**config.mk**
```make
export PLATFORM = sky130hd
export DESIGN_NAME = hist_readout_drain
export DESIGN_NICKNAME = d
export VERILOG_FILES = /design/src/rtl/hist_readout_drain.sv
export SDC_FILE = /design/constraint.sdc
export NUM_CORES = 1
export LEC_CHECK = 0
export BUFFER_PORTS_ARGS = -buffer_cell sky130_fd_sc_hd__buf_2
export CAP_MARGIN = 20
export CORE_MARGIN = 5
export CORE_UTILIZATION = 58
export DETAILED_ROUTE_END_ITERATION = 8
export PLACE_DENSITY = 0.95
export REMOVE_ABC_BUFFERS = 1
export SYNTH_ARGS = -nofsm -noshare
export SYNTH_HDL_FRONTEND = slang
export SYNTH_SLANG_ARGS = --single-unit
```
**constraint.sdc**
```tcl
create_clock -name clk200 -period 3.45 [get_ports clk200]
set_clock_uncertainty 0.1 [all_clocks]
set_input_delay 0.8625 -clock clk200 [delete_from_list [all_inputs] [get_ports clk200]]
set_output_delay 0.8625 -clock clk200 [all_outputs]
set_load 0.005 [all_outputs]
```
**src/rtl/hist_readout_drain.sv**
```systemverilog
// Histogram readout/drain stage: on a stop4calc rising edge, sweeps every bin,
// streams each count over valid/ready, clears the bin after acceptance, and
// accumulates total and peak statistics for the window.
module hist_readout_drain #(
   parameter int unsigned ADDR_W = 6,
   parameter int unsigned DATA_W = 4,
   parameter int unsigned TOT_W  = 12
) (
   input  logic              clk200,
   input  logic              rst,
   input  logic              stop4calc,
   output logic [ADDR_W-1:0] mem_addr,
   output logic              mem_rd_en,
   input  logic [DATA_W-1:0] mem_rd_data,
   output logic              mem_clr_en,
   output logic              out_valid,
   input  logic              out_ready,
   output logic [ADDR_W-1:0] out_bin,
   output logic [DATA_W-1:0] out_count,
   output logic              out_last,
   output logic              busy,
   output logic              done,
   output logic [TOT_W-1:0]  total_count,
   output logic [ADDR_W-1:0] peak_bin,
   output logic [DATA_W-1:0] peak_count
);

   localparam int unsigned SUM_W = TOT_W + 1;

   typedef enum logic [2:0] {
      IDLE    = 3'd0,
      READ    = 3'd1,
      LATCH   = 3'd2,
      PRESENT = 3'd3,
      DONE    = 3'd4
   } state_t;

   state_t            state;
   state_t            state_nxt;
   logic              stop_q;
   logic              start;
   logic              is_last;
   logic [ADDR_W-1:0] counter;
   logic [SUM_W-1:0]  sum_ext;
   logic [TOT_W-1:0]  sum_sat;

   // Edge detect, last-bin flag and saturating total update
   always_comb begin
      start   = stop4calc & ~stop_q;
      is_last = (counter == {ADDR_W{1'b1}});
      sum_ext = SUM_W'(total_count) + SUM_W'(mem_rd_data);
      sum_sat = sum_ext[TOT_W] ? {TOT_W{1'b1}} : sum_ext[TOT_W-1:0];
   end

   // State register
   always_ff @(posedge clk200 or posedge rst) begin
      if (rst) state <= IDLE;
      else     state <= state_nxt;
   end

   // Next-state logic
   always_comb begin
      state_nxt = state;
      case (state)
         IDLE:    if (start) state_nxt = READ;
         READ:    state_nxt = LATCH;
         LATCH:   state_nxt = PRESENT;
         PRESENT: if (out_ready) state_nxt = is_last ? DONE : READ;
         DONE:    state_nxt = IDLE;
         default: state_nxt = IDLE;
      endcase
   end

   // Strobes and status decoded from state; clear fires in the handshake cycle
   always_comb begin
      mem_addr   = '0;
      mem_rd_en  = 1'b0;
      mem_clr_en = 1'b0;
      out_valid  = 1'b0;
      out_last   = 1'b0;
      busy       = 1'b0;
      done       = 1'b0;
      case (state)
         READ: begin
            mem_rd_en = 1'b1;
            mem_addr  = counter;
            busy      = 1'b1;
         end
         LATCH: busy = 1'b1;
         PRESENT: begin
            busy      = 1'b1;
            out_valid = 1'b1;
            out_last  = is_last;
            if (out_ready) begin
               mem_clr_en = 1'b1;
               mem_addr   = counter;
            end
         end
         DONE:    done = 1'b1;
         default: ;
      endcase
   end

   // Address counter, record capture and window statistics
   always_ff @(posedge clk200 or posedge rst) begin
      if (rst) begin
         stop_q      <= 1'b0;
         counter     <= '0;
         out_bin     <= '0;
         out_count   <= '0;
         total_count <= '0;
         peak_bin    <= '0;
         peak_count  <= '0;
      end else begin
         stop_q <= stop4calc;
         case (state)
            IDLE: begin
               if (start) begin
                  counter     <= '0;
                  total_count <= '0;
                  peak_bin    <= '0;
                  peak_count  <= '0;
               end
            end
            LATCH: begin
               out_count   <= mem_rd_data;
               out_bin     <= counter;
               total_count <= sum_sat;
               // strictly greater keeps the lowest index on ties
               if (mem_rd_data > peak_count) begin
                  peak_count <= mem_rd_data;
                  peak_bin   <= counter;
               end
            end
            PRESENT: begin
               if (out_ready && !is_last) counter <= counter + ADDR_W'(1);
            end
            default: ;
         endcase
      end
   end

endmodule
```
==> impl_metrics.py, run 1 <==
metrics = {
    "timing": {
        "holdWs_ps": 380,
        "post-route-min-period_ps": 2730,
        "post-route-period-util_pct": 79.0,
        "max-slew-margin-rel_pct": 56.0,
        "max_freq_mhz": 367,
        "tns_ps": 0,
        "worst_slew_pin_slew_ps": 658,
        "setup_violations": 0,
        "slew_viol_final": 0,
        "rsz0062_at_grt": "false",
        "hold_violations": 0,
    },
    "yosys": {
        "yosys_register_bits": 42,
        "syn_area_per_cell_um2": 9.77,
        "yosysUniqueCellTypes": 49,
        "synth_edf_count": 0,
        "ys_warn_count": 0,
        "netlist_area_um2": 2350,
        "synth_ff_type": "dfrtp_1",
        "ys_seq_area_share_pct": 44.6,
        "async_flop_share_pct": 100,
        "syn_inst": 241,
    },
    "pwr": {
        "vdd.ir_drop.worst_mv": 0.419,
        "p_leak_nw": 1.42,
        "power.density_nw_per_um2": 744,
    },
    "cells_and_area": {
        "drive_gt1_share_pct": 24.1,
        "final_nets": 308,
        "multiInputGateArea_um2": 1160,
        "diodes": 0,
        "layout.cells.most_common_list": "buf_2, dfrtp_1, nor2_1",
        "register_area_um2": 1050,
        "stdcell_area_um2": 2710,
        "fillerInstances": 326,
        "syn_to_final_growth_pct": 15.2,
        "final_common_cell": "buf_2",
    },
    "clock_network": {
        "cts_buffers": 5,
        "clk_pin_slew_ps": 70,
        "cts-htree-levels": 2,
        "clockRootBuffer": "clkbuf_8",
        "ctsResizeCount": 0,
        "cts_sinks": 42,
        "clkLatencyLatePin_ps": 300,
        "tritoncts": "done",
        "clockBufferDepth": 2,
        "holdBufCountCts": 0,
        "cts_setup_buffers": 0,
    },
    "grt": {
        "grt_max_degree": 29,
        "grt_pass1_wl_mm": 9.23,
        "grt_usage_pct": 21.9,
        "grt_antenna_before_repair": 0,
        "grt-ovfl-total": 0,
        "grt_pass1_vias": 1978,
    },
    "floorplan": {
        "start_util_pct": 59.3,
        "dieArea_um2": 5430,
        "rows": 23,
        "die_w_um": 73.7,
        "die_h_um": 73.7,
        "ios": 52,
        "fp.coreArea_um2": 3970,
    },
    "setup_path": {
        "rr_startpoint": "peak_count[1]$_DFFE_PP0P_",
        "crit_arrival_ps": 1760,
        "cp_max_fo": 6,
        "r2r_setup_slack_ps": 1370,
        "reg2reg_to": "peak_bin[1]$_DFFE_PP0P_",
        "start_kind": "primary input",
        "required_ps": 2490,
        "crit_start": "out_ready",
        "reg2regPathDepth": 6,
        "path_class": "in -> out",
        "crit_path_end_kind": "primary output",
    },
    "min_path": {
        "min_path_cells": 1,
        "holdPathEnd": "out_bin[1]$_DFFE_PP0P_",
        "hp-class": "reg -> reg",
        "hp-start": "out_bin[1]$_DFFE_PP0P_",
    },
    "drt": {
        "drtIter0Drc": 150,
        "drt-vias-per-instance": 5.94,
        "firstDrtPassIters": 5,
        "wl_per_cell_um": 15.8,
        "routed_wl_mm": 5.38,
        "route.vias.total": 2027,
        "drc": 0,
        "final_antenna_net_count": 0,
    },
    "placed_design": {
        "hpwl_mm": 3.92,
        "io_buffers": 51,
        "gp_congestion": 0.851,
        "place_area_um2": 2610,
    },
    "run": {
        "drv_cap": 0,
    },
    "run_status": {
        "status": "completed",
    },
}
## power breakdown
group          total [W]  switching, W  internal [W]  leakage [nW]
combinational   0.000879      0.000485      0.000395         0.823
clock           0.000331      0.000169      0.000162        0.0482
sequential      0.000809      0.000156      0.000653         0.546
## routing by layer
metal | part of all wire (%) | wire length [um] | vias to the layer above | GRT usage [%]
li1 | - | - | 971 | -
met3 | 7.6 | 411 | 8 | 6.02
met4 | 1.4 | 75 | 0 | 7.65
met5 | 0 | 0 | - | 0
met2 | 49 | 2620 | 56 | 36.5
met1 | 42 | 2270 | 992 | 27.2
## area by class of cell
class,instances,area share [%]
inverters,17,2.35
flip-flops and latches,42,38.7
clock inverters,1,0.184
multi-input cells,170,42.9
clock buffers,7,3.18
well taps,50,2.31
repair buffers,54,10.4
## state kept, by name, indices dropped and copies added (netlist names)
name	flops
stop_q	1
state	3
counter	6
peak_count	4
peak_bin	6
total_count	12
out_count	4
out_bin	6
## worst max-delay path: stages
cell and delay [ps]:
buf_2 100, nand4b_1 150, inv_1 120, nor2_1 310, nor2b_1 90, buf_2 140
## synthesized netlist by cell type (4+ instances only)
library cell,number,area [um^2]
and2_1,11,68.8
o211ai_1,11,82.6
nor2_1,18,67.6
xor2_1,4,35.0
nand4_1,4,25.0
nand3_1,10,50.1
a21o_1,14,105
nand2_1,14,52.6
o31ai_1,11,82.6
nor2b_1,8,50.1
a21oi_1,6,30.0
buf_2,4,20.0
o21ai_0,8,40.0
clkbuf_1,4,15.0
ha_1,9,113
inv_1,17,63.8
dfrtp_1,42,1050
## through the flow
step / cells / setup WS (ps) / utilization (%) / total power [W]
2_1_floorplan: 229 / 1050 / - / 0.00135
3_3_place_gp: 332 / 789 / 65.8 / 0.00164
3_5_place_dp: 332 / 714 / 65.8 / 0.00169
4_1_cts: 340 / 711 / 68.1 / 0.00202
5_1_grt: 341 / 602 / 68.3 / 0.00218
6_report: 341 / 723 / 68.3 / 0.00202
## cells by family after synthesis
family / Yosys count / synth area share (%)
xor+xnor: 4 / 1.49
flops: 42 / 44.6
mux: 1 / 0.478
fa+ha+maj: 10 / 5.63
simple gates: 78 / 17.9
buf+inv: 29 / 5.95
compound gates: 77 / 23.9
## worst max-delay path by stage
stage / end / slack [ps]
3_3_place_gp: mem_addr[5] / 790
3_5_place_dp: mem_addr[5] / 710
5_1_grt: mem_addr[4] / 600
6_report: mem_addr[5] / 720
2_1_floorplan: mem_addr[0] / 1050
4_1_cts: mem_addr[5] / 710
Power figures use the tool's default switching activity.
==> run 2: changes to the inputs <==
--- a/config.mk
+++ b/config.mk
@@ -8,9 +8,9 @@
 export BUFFER_PORTS_ARGS = -buffer_cell sky130_fd_sc_hd__buf_2
 export CAP_MARGIN = 20
 export CORE_MARGIN = 5
-export CORE_UTILIZATION = 58
+export CORE_UTILIZATION = 54
 export DETAILED_ROUTE_END_ITERATION = 8
-export PLACE_DENSITY = 0.95
+export PLACE_DENSITY = 0.9
 export REMOVE_ABC_BUFFERS = 1
 export SYNTH_ARGS = -nofsm -noshare
 export SYNTH_HDL_FRONTEND = slang
==> constraint.sdc (replaced) <==
create_clock -name clk200 -period 2.66 [get_ports clk200]
set_clock_uncertainty 0.1 [all_clocks]
set_input_delay 0.665 -clock clk200 [delete_from_list [all_inputs] [get_ports clk200]]
set_output_delay 0.665 -clock clk200 [all_outputs]
set_load 0.005 [all_outputs]
==> run 2 against run 1 <==
Clock-buffer cell count shrank 2. Wire length decreased by 1.6%. Largest power group unchanged. Die area grew 6.4%. First-iteration DRC count fell by 17%. Via count is 0.74% lower. Sequential power is 29% higher. Largest cell class unchanged. Combinational power grew 31%. Total power increased by 34%. Register-to-register slack lost 690 ps. Sequential share of layout area is 0.65 points lower. Flip-flop and latch count did not move.
==> impl_metrics.py, run 2 (synthesized netlist as in run 1, its figures left out) <==
metrics = {
    "clock_network": {
        "clockRootBuffer": "clkbuf_8",
        "cts_sinks": 42,
        "cts_setup_buffers": 0,
        "clk_pin_slew_ps": 80,
        "ctsResizeCount": 0,
        "cts-htree-levels": 2,
        "cts_buffers": 5,
        "holdBufCountCts": 0,
        "clockBufferDepth": 2,
        "clkLatencyLatePin_ps": 300,
        "tritoncts": "done",
    },
    "timing": {
        "post-route-period-util_pct": 90.4,
        "slew_viol_final": 0,
        "rsz0062_at_grt": "false",
        "worst_slew_pin_slew_ps": 696,
        "setup_violations": 0,
        "hold_violations": 0,
        "max-slew-margin-rel_pct": 53.6,
        "tns_ps": 0,
        "max_freq_mhz": 416,
        "post-route-min-period_ps": 2400,
    },
    "cells_and_area": {
        "top_register": "total_count",
        "syn_to_final_growth_pct": 17.2,
        "drive_gt1_share_pct": 25.4,
        "layout.cells.most_common_list": "buf_2, dfrtp_1, nor2_1",
        "final_nets": 312,
        "final_common_cell": "buf_2",
        "largest_reg_flops": 12,
        "fillerInstances": 349,
        "diodes": 0,
    },
    "min_path": {
        "hp-class": "in -> async",
    },
    "drt": {
        "routed_wl_mm": 5.30,
        "drtIter0Drc": 125,
        "drc": 0,
        "route.vias.total": 2012,
        "drt-vias-per-instance": 5.80,
        "firstDrtPassIters": 4,
        "final_antenna_net_count": 0,
        "wl_per_cell_um": 15.3,
    },
    "setup_path": {
        "crit_arrival_ps": 1640,
        "slowest_stage": "dfrtp_1",
        "cp_cell_sequence": "nand4b_1 > inv_1 > nor2_1 > nor2b_1 > buf_2",
        "r2r_setup_slack_ps": 680,
        "path_class": "reg -> out",
        "crit_path_end_kind": "primary output",
        "cp_max_fo": 11,
        "reg2regPathDepth": 6,
        "worst-path-buf-inv": 2,
        "start_kind": "flip-flop",
        "max_stage_delay_ps": 490,
        "critical-path-top-delay-family": "simple AND/OR/NAND/NOR gates",
        "crit_start": "state[1]$_DFFE_PP0P_",
        "reg2reg_to": "total_count[4]$_DFFE_PP0P_",
        "rr_startpoint": "total_count[0]$_DFFE_PP0P_",
        "required_ps": 1890,
    },
    "run": {
        "drv_cap": 0,
    },
    "grt": {
        "grt-ovfl-total": 0,
        "grt_antenna_before_repair": 0,
        "grt_usage_pct": 18.6,
        "grt_pass1_wl_mm": 9.07,
        "grt_max_degree": 22,
        "grt_pass1_vias": 1947,
    },
    "floorplan": {
        "start_util_pct": 54.8,
        "ios": 52,
        "fp.coreArea_um2": 4290,
        "die_w_um": 76.0,
        "die_h_um": 76.0,
        "rows": 24,
        "dieArea_um2": 5780,
    },
    "placed_design": {
        "io_buffers": 51,
        "hpwl_mm": 4.05,
        "gp_congestion": 0.832,
    },
    "pwr": {
        "finalPower_w": 0.00270,
        "vdd.ir_drop.worst_mv": 0.462,
        "p_leak_nw": 1.44,
        "power.density_nw_per_um2": 978,
    },
    "run_status": {
        "status": "completed",
    },
}
## run 2: area by class of cell
type                    count  area, um^2  area share, %
inverters                  17        63.8           2.31
repair buffers             58         308           11.2
multi-input cells         170        1160           42.2
clock inverters             3        40.0           1.45
clock buffers               5        68.8           2.49
flip-flops and latches     42        1050           38.1
well taps                  52        65.1           2.36
## run 2: where the power goes
part,internal [W],total (W),switching (W)
logic,0.000528,0.00115,0.000625
clock network,0.000276,0.000502,0.000225
registers,0.000847,0.00104,0.000196
total,0.00165,0.00270,0.00105
## run 2: stage by stage
| stage | util [%] | cell area, um^2 | cells | worst slack, ps | hold WS (ps) |
|---|---|---|---|---|---|
| finish | 64.3 | 2760 | 347 | 256 | 283 |
| global route | 64.3 | 2760 | 347 | 88.7 | 334 |
| CTS | 64.3 | 2760 | 347 | 237 | 298 |
| detailed placement | 61.7 | 2650 | 339 | 280 | 364 |
| global placement | 61.7 | 2650 | 339 | 331 | 355 |
| floorplan | - | 2280 | 229 | 515 | 373 |
## run 2: how the worst max path moves through the flow
| stage | end | slack [ps] | depth (start not counted) |
|---|---|---|---|
| 2_1_floorplan | total_count[3]$_DFFE_PP0P_ | 520 | 6 |
| 3_3_place_gp | total_count[2]$_DFFE_PP0P_ | 330 | 7 |
| 3_5_place_dp | total_count[4]$_DFFE_PP0P_ | 280 | 7 |
| 4_1_cts | mem_addr[0] | 240 | 5 |
| 5_1_grt | mem_addr[1] | 90 | 5 |
| 6_report | mem_addr[1] | 260 | 5 |
## run 2: routing by layer
| layer | GRT usage (%) | wire, um | up-vias |
|---|---|---|---|
| met2 | 31.7 | 2630 | 81 |
| met5 | 0 | 0 | - |
| met3 | 5.08 | 377 | 11 |
| met1 | 23.1 | 2200 | 939 |
| met4 | 5.16 | 91 | 0 |
| li1 | - | - | 981 |
## run 2: worst reg2reg max path, delay by kind of cell, from the launching register on
kind | cells | cell delay (ps)
flip-flops | 1 | 370
adder cells (fa/ha/maj) | 2 | 450
AO/OA/AOI/OAI | 2 | 670
AND/OR/NAND/NOR | 2 | 300
==> run 3: changes to the inputs <==
--- a/config.mk
+++ b/config.mk
@@ -7,10 +7,11 @@
 export LEC_CHECK = 0
 export BUFFER_PORTS_ARGS = -buffer_cell sky130_fd_sc_hd__buf_2
 export CAP_MARGIN = 20
+export CORE_ASPECT_RATIO = 1.4
 export CORE_MARGIN = 5
 export CORE_UTILIZATION = 54
 export DETAILED_ROUTE_END_ITERATION = 8
-export PLACE_DENSITY = 0.9
+export PLACE_DENSITY_LB_ADDON = 0.3
 export REMOVE_ABC_BUFFERS = 1
 export SYNTH_ARGS = -nofsm -noshare
 export SYNTH_HDL_FRONTEND = slang
==> run 3 against run 2 <==
Wire length rose by 6.1%. Total power rose by 0.94%. Clock power barely moved. Flip-flop and latch count did not move. Critical path depth did not move. First-iteration DRC count fell by 4.0%. Largest power group unchanged.
==> impl_metrics.py, run 3 (synthesized netlist as in run 1, its figures left out) <==
metrics = {
    "run_status": {
        "status": "completed",
    },
    "run": {
        "drv_cap": 0,
    },
    "floorplan": {
        "start_util_pct": 55.5,
        "rows": 28,
        "fp.coreArea_um2": 4240,
        "die_h_um": 88.1,
        "die_w_um": 65.8,
        "ios": 52,
        "dieArea_um2": 5800,
    },
    "placed_design": {
        "hpwl_mm": 3.97,
        "dp_cells": 346,
        "gp_congestion": 0.888,
        "io_buffers": 51,
    },
    "setup_path": {
        "reg2reg_to": "total_count[7]$_DFFE_PP0P_",
        "critical-path-top-delay-family": "simple AND/OR/NAND/NOR gates",
        "reg2regPathDepth": 5,
        "rr_startpoint": "total_count[3]$_DFFE_PP0P_",
        "critPathCapture": "mem_addr[2]",
        "path_class": "reg -> out",
        "slowest_stage": "dfrtp_1",
        "required_ps": 1890,
        "r2r_setup_slack_ps": 570,
        "cp_cell_sequence": "nand4b_1 > inv_1 > nor2_1 > nor2b_1 > buf_2",
        "cp.depth": 5,
        "crit_path_end_kind": "primary output",
        "worst-path-buf-inv": 2,
        "start_kind": "flip-flop",
        "cp_max_fo": 9,
        "crit_arrival_ps": 1630,
        "crit_start": "state[2]$_DFFE_PP0P_",
        "max_stage_delay_ps": 480,
    },
    "pwr": {
        "pwr-share-comb_pct": 43.1,
        "switchingPower_w": 0.00107,
        "power_switching_share_pct": 39.2,
        "power.density_nw_per_um2": 985,
        "vdd.ir_drop.worst_mv": 0.585,
        "p_int_w": 0.00166,
        "p_leak_nw": 1.43,
        "clkPwrFrac_pct": 18.3,
        "p_seq_share_pct": 38.5,
    },
    "cells_and_area": {
        "register_area_um2": 1050,
        "finalNonFillerCells": 354,
        "drive_gt1_share_pct": 24.8,
        "final_common_cell": "buf_2",
        "syn_to_final_growth_pct": 17.4,
        "fin_util_pct": 65.2,
        "multiInputGateArea_um2": 1160,
        "final_nets": 311,
        "layout.cells.most_common_list": "buf_2, dfrtp_1, nor2_1",
        "top_register": "total_count",
        "fillerInstances": 361,
        "largest_reg_flops": 12,
        "diodes": 0,
    },
    "timing": {
        "max_freq_mhz": 417,
        "worst_slew_pin_slew_ps": 690,
        "post-route-min-period_ps": 2400,
        "post-route-period-util_pct": 90.2,
        "rsz0062_at_grt": "false",
        "max-slew-margin-rel_pct": 54.0,
        "hold_violations": 0,
        "tns_ps": 0,
        "setup_violations": 0,
        "slew_viol_final": 0,
    },
    "clock_network": {
        "cts_setup_buffers": 0,
        "tritoncts": "done",
        "ctsResizeCount": 0,
        "clockRootBuffer": "clkbuf_8",
        "clockBufferDepth": 2,
        "cts_buffers": 5,
        "cts-htree-levels": 2,
        "clkLatencyLatePin_ps": 290,
        "clk_pin_slew_ps": 80,
        "cts_sinks": 42,
        "holdBufCountCts": 0,
    },
    "drt": {
        "drt-vias-per-instance": 5.78,
        "firstDrtPassIters": 4,
        "final_antenna_net_count": 0,
        "drtIter0Drc": 120,
        "routed_wl_mm": 5.62,
        "wl_per_cell_um": 15.9,
        "route.vias.total": 2045,
        "drc": 0,
    },
    "grt": {
        "grt_pass1_vias": 2024,
        "grt_usage_pct": 21.0,
        "grt_antenna_before_repair": 0,
        "grt_max_degree": 43,
        "grt-ovfl-total": 0,
        "grt_pass1_wl_mm": 9.34,
    },
    "min_path": {
        "hp-class": "reg -> reg",
        "hp-start": "out_count[3]$_DFFE_PP0P_",
        "min_path_cells": 1,
    },
}
[run 3: changes by cell type in the layout (fill, tap and decap cells not counted)]
cell / previous run / this run
clkbuf_1: 0 / 1
buf_4: 7 / 6
clkinv_2: 2 / 0
clkinvlp_4: 0 / 1
[run 3: through the flow]
step           hold slack, ps  power, W  instance area [um^2]  setup WS [ps]
3_5_place_dp              360   0.00222                  2650            268
3_3_place_gp              355   0.00220                  2650            332
2_1_floorplan             373   0.00175                  2280            515
4_1_cts                   379   0.00274                  2760            259
5_1_grt                   380   0.00295                  2760           87.5
6_report                  372   0.00272                  2760            262
[run 3: layer usage]
layer / global-route usage [%] / vias up / wire length (um)
met4: 9.81 / 0 / 174
met5: 0 / - / 0
li1: - / 973 / -
met2: 35.4 / 78 / 2820
met1: 25.3 / 977 / 2230
met3: 4.75 / 17 / 394
[run 3: layout make-up]
type / count / share of cell area, %
clock buffers: 6 / 2.63
clock inverters: 2 / 1.36
inverters: 17 / 2.31
multi-input cells: 170 / 42.1
flip-flops and latches: 42 / 38.0
well taps: 60 / 2.72
repair buffers: 57 / 10.9
[run 3: power groups by stage]
stage | combinational, W | clock, W | sequential, W
after floorplan | 0.000717 | 0 | 0.00104
after global placement | 0.00114 | 0 | 0.00105
after global routing | 0.00132 | 0.000541 | 0.00108
final | 0.00118 | 0.000500 | 0.00105
after detailed placement | 0.00116 | 0 | 0.00106
after CTS | 0.00118 | 0.000508 | 0.00105
[run 3: worst min-delay path by stage]
stage | end
after floorplan | out_count[1]$_DFFE_PP0P_
after global placement | out_count[3]$_DFFE_PP0P_
after detailed placement | out_bin[1]$_DFFE_PP0P_
after CTS | out_bin[1]$_DFFE_PP0P_
after global routing | stop_q$_DFF_PP0_
final | out_count[3]$_DFFE_PP0P_
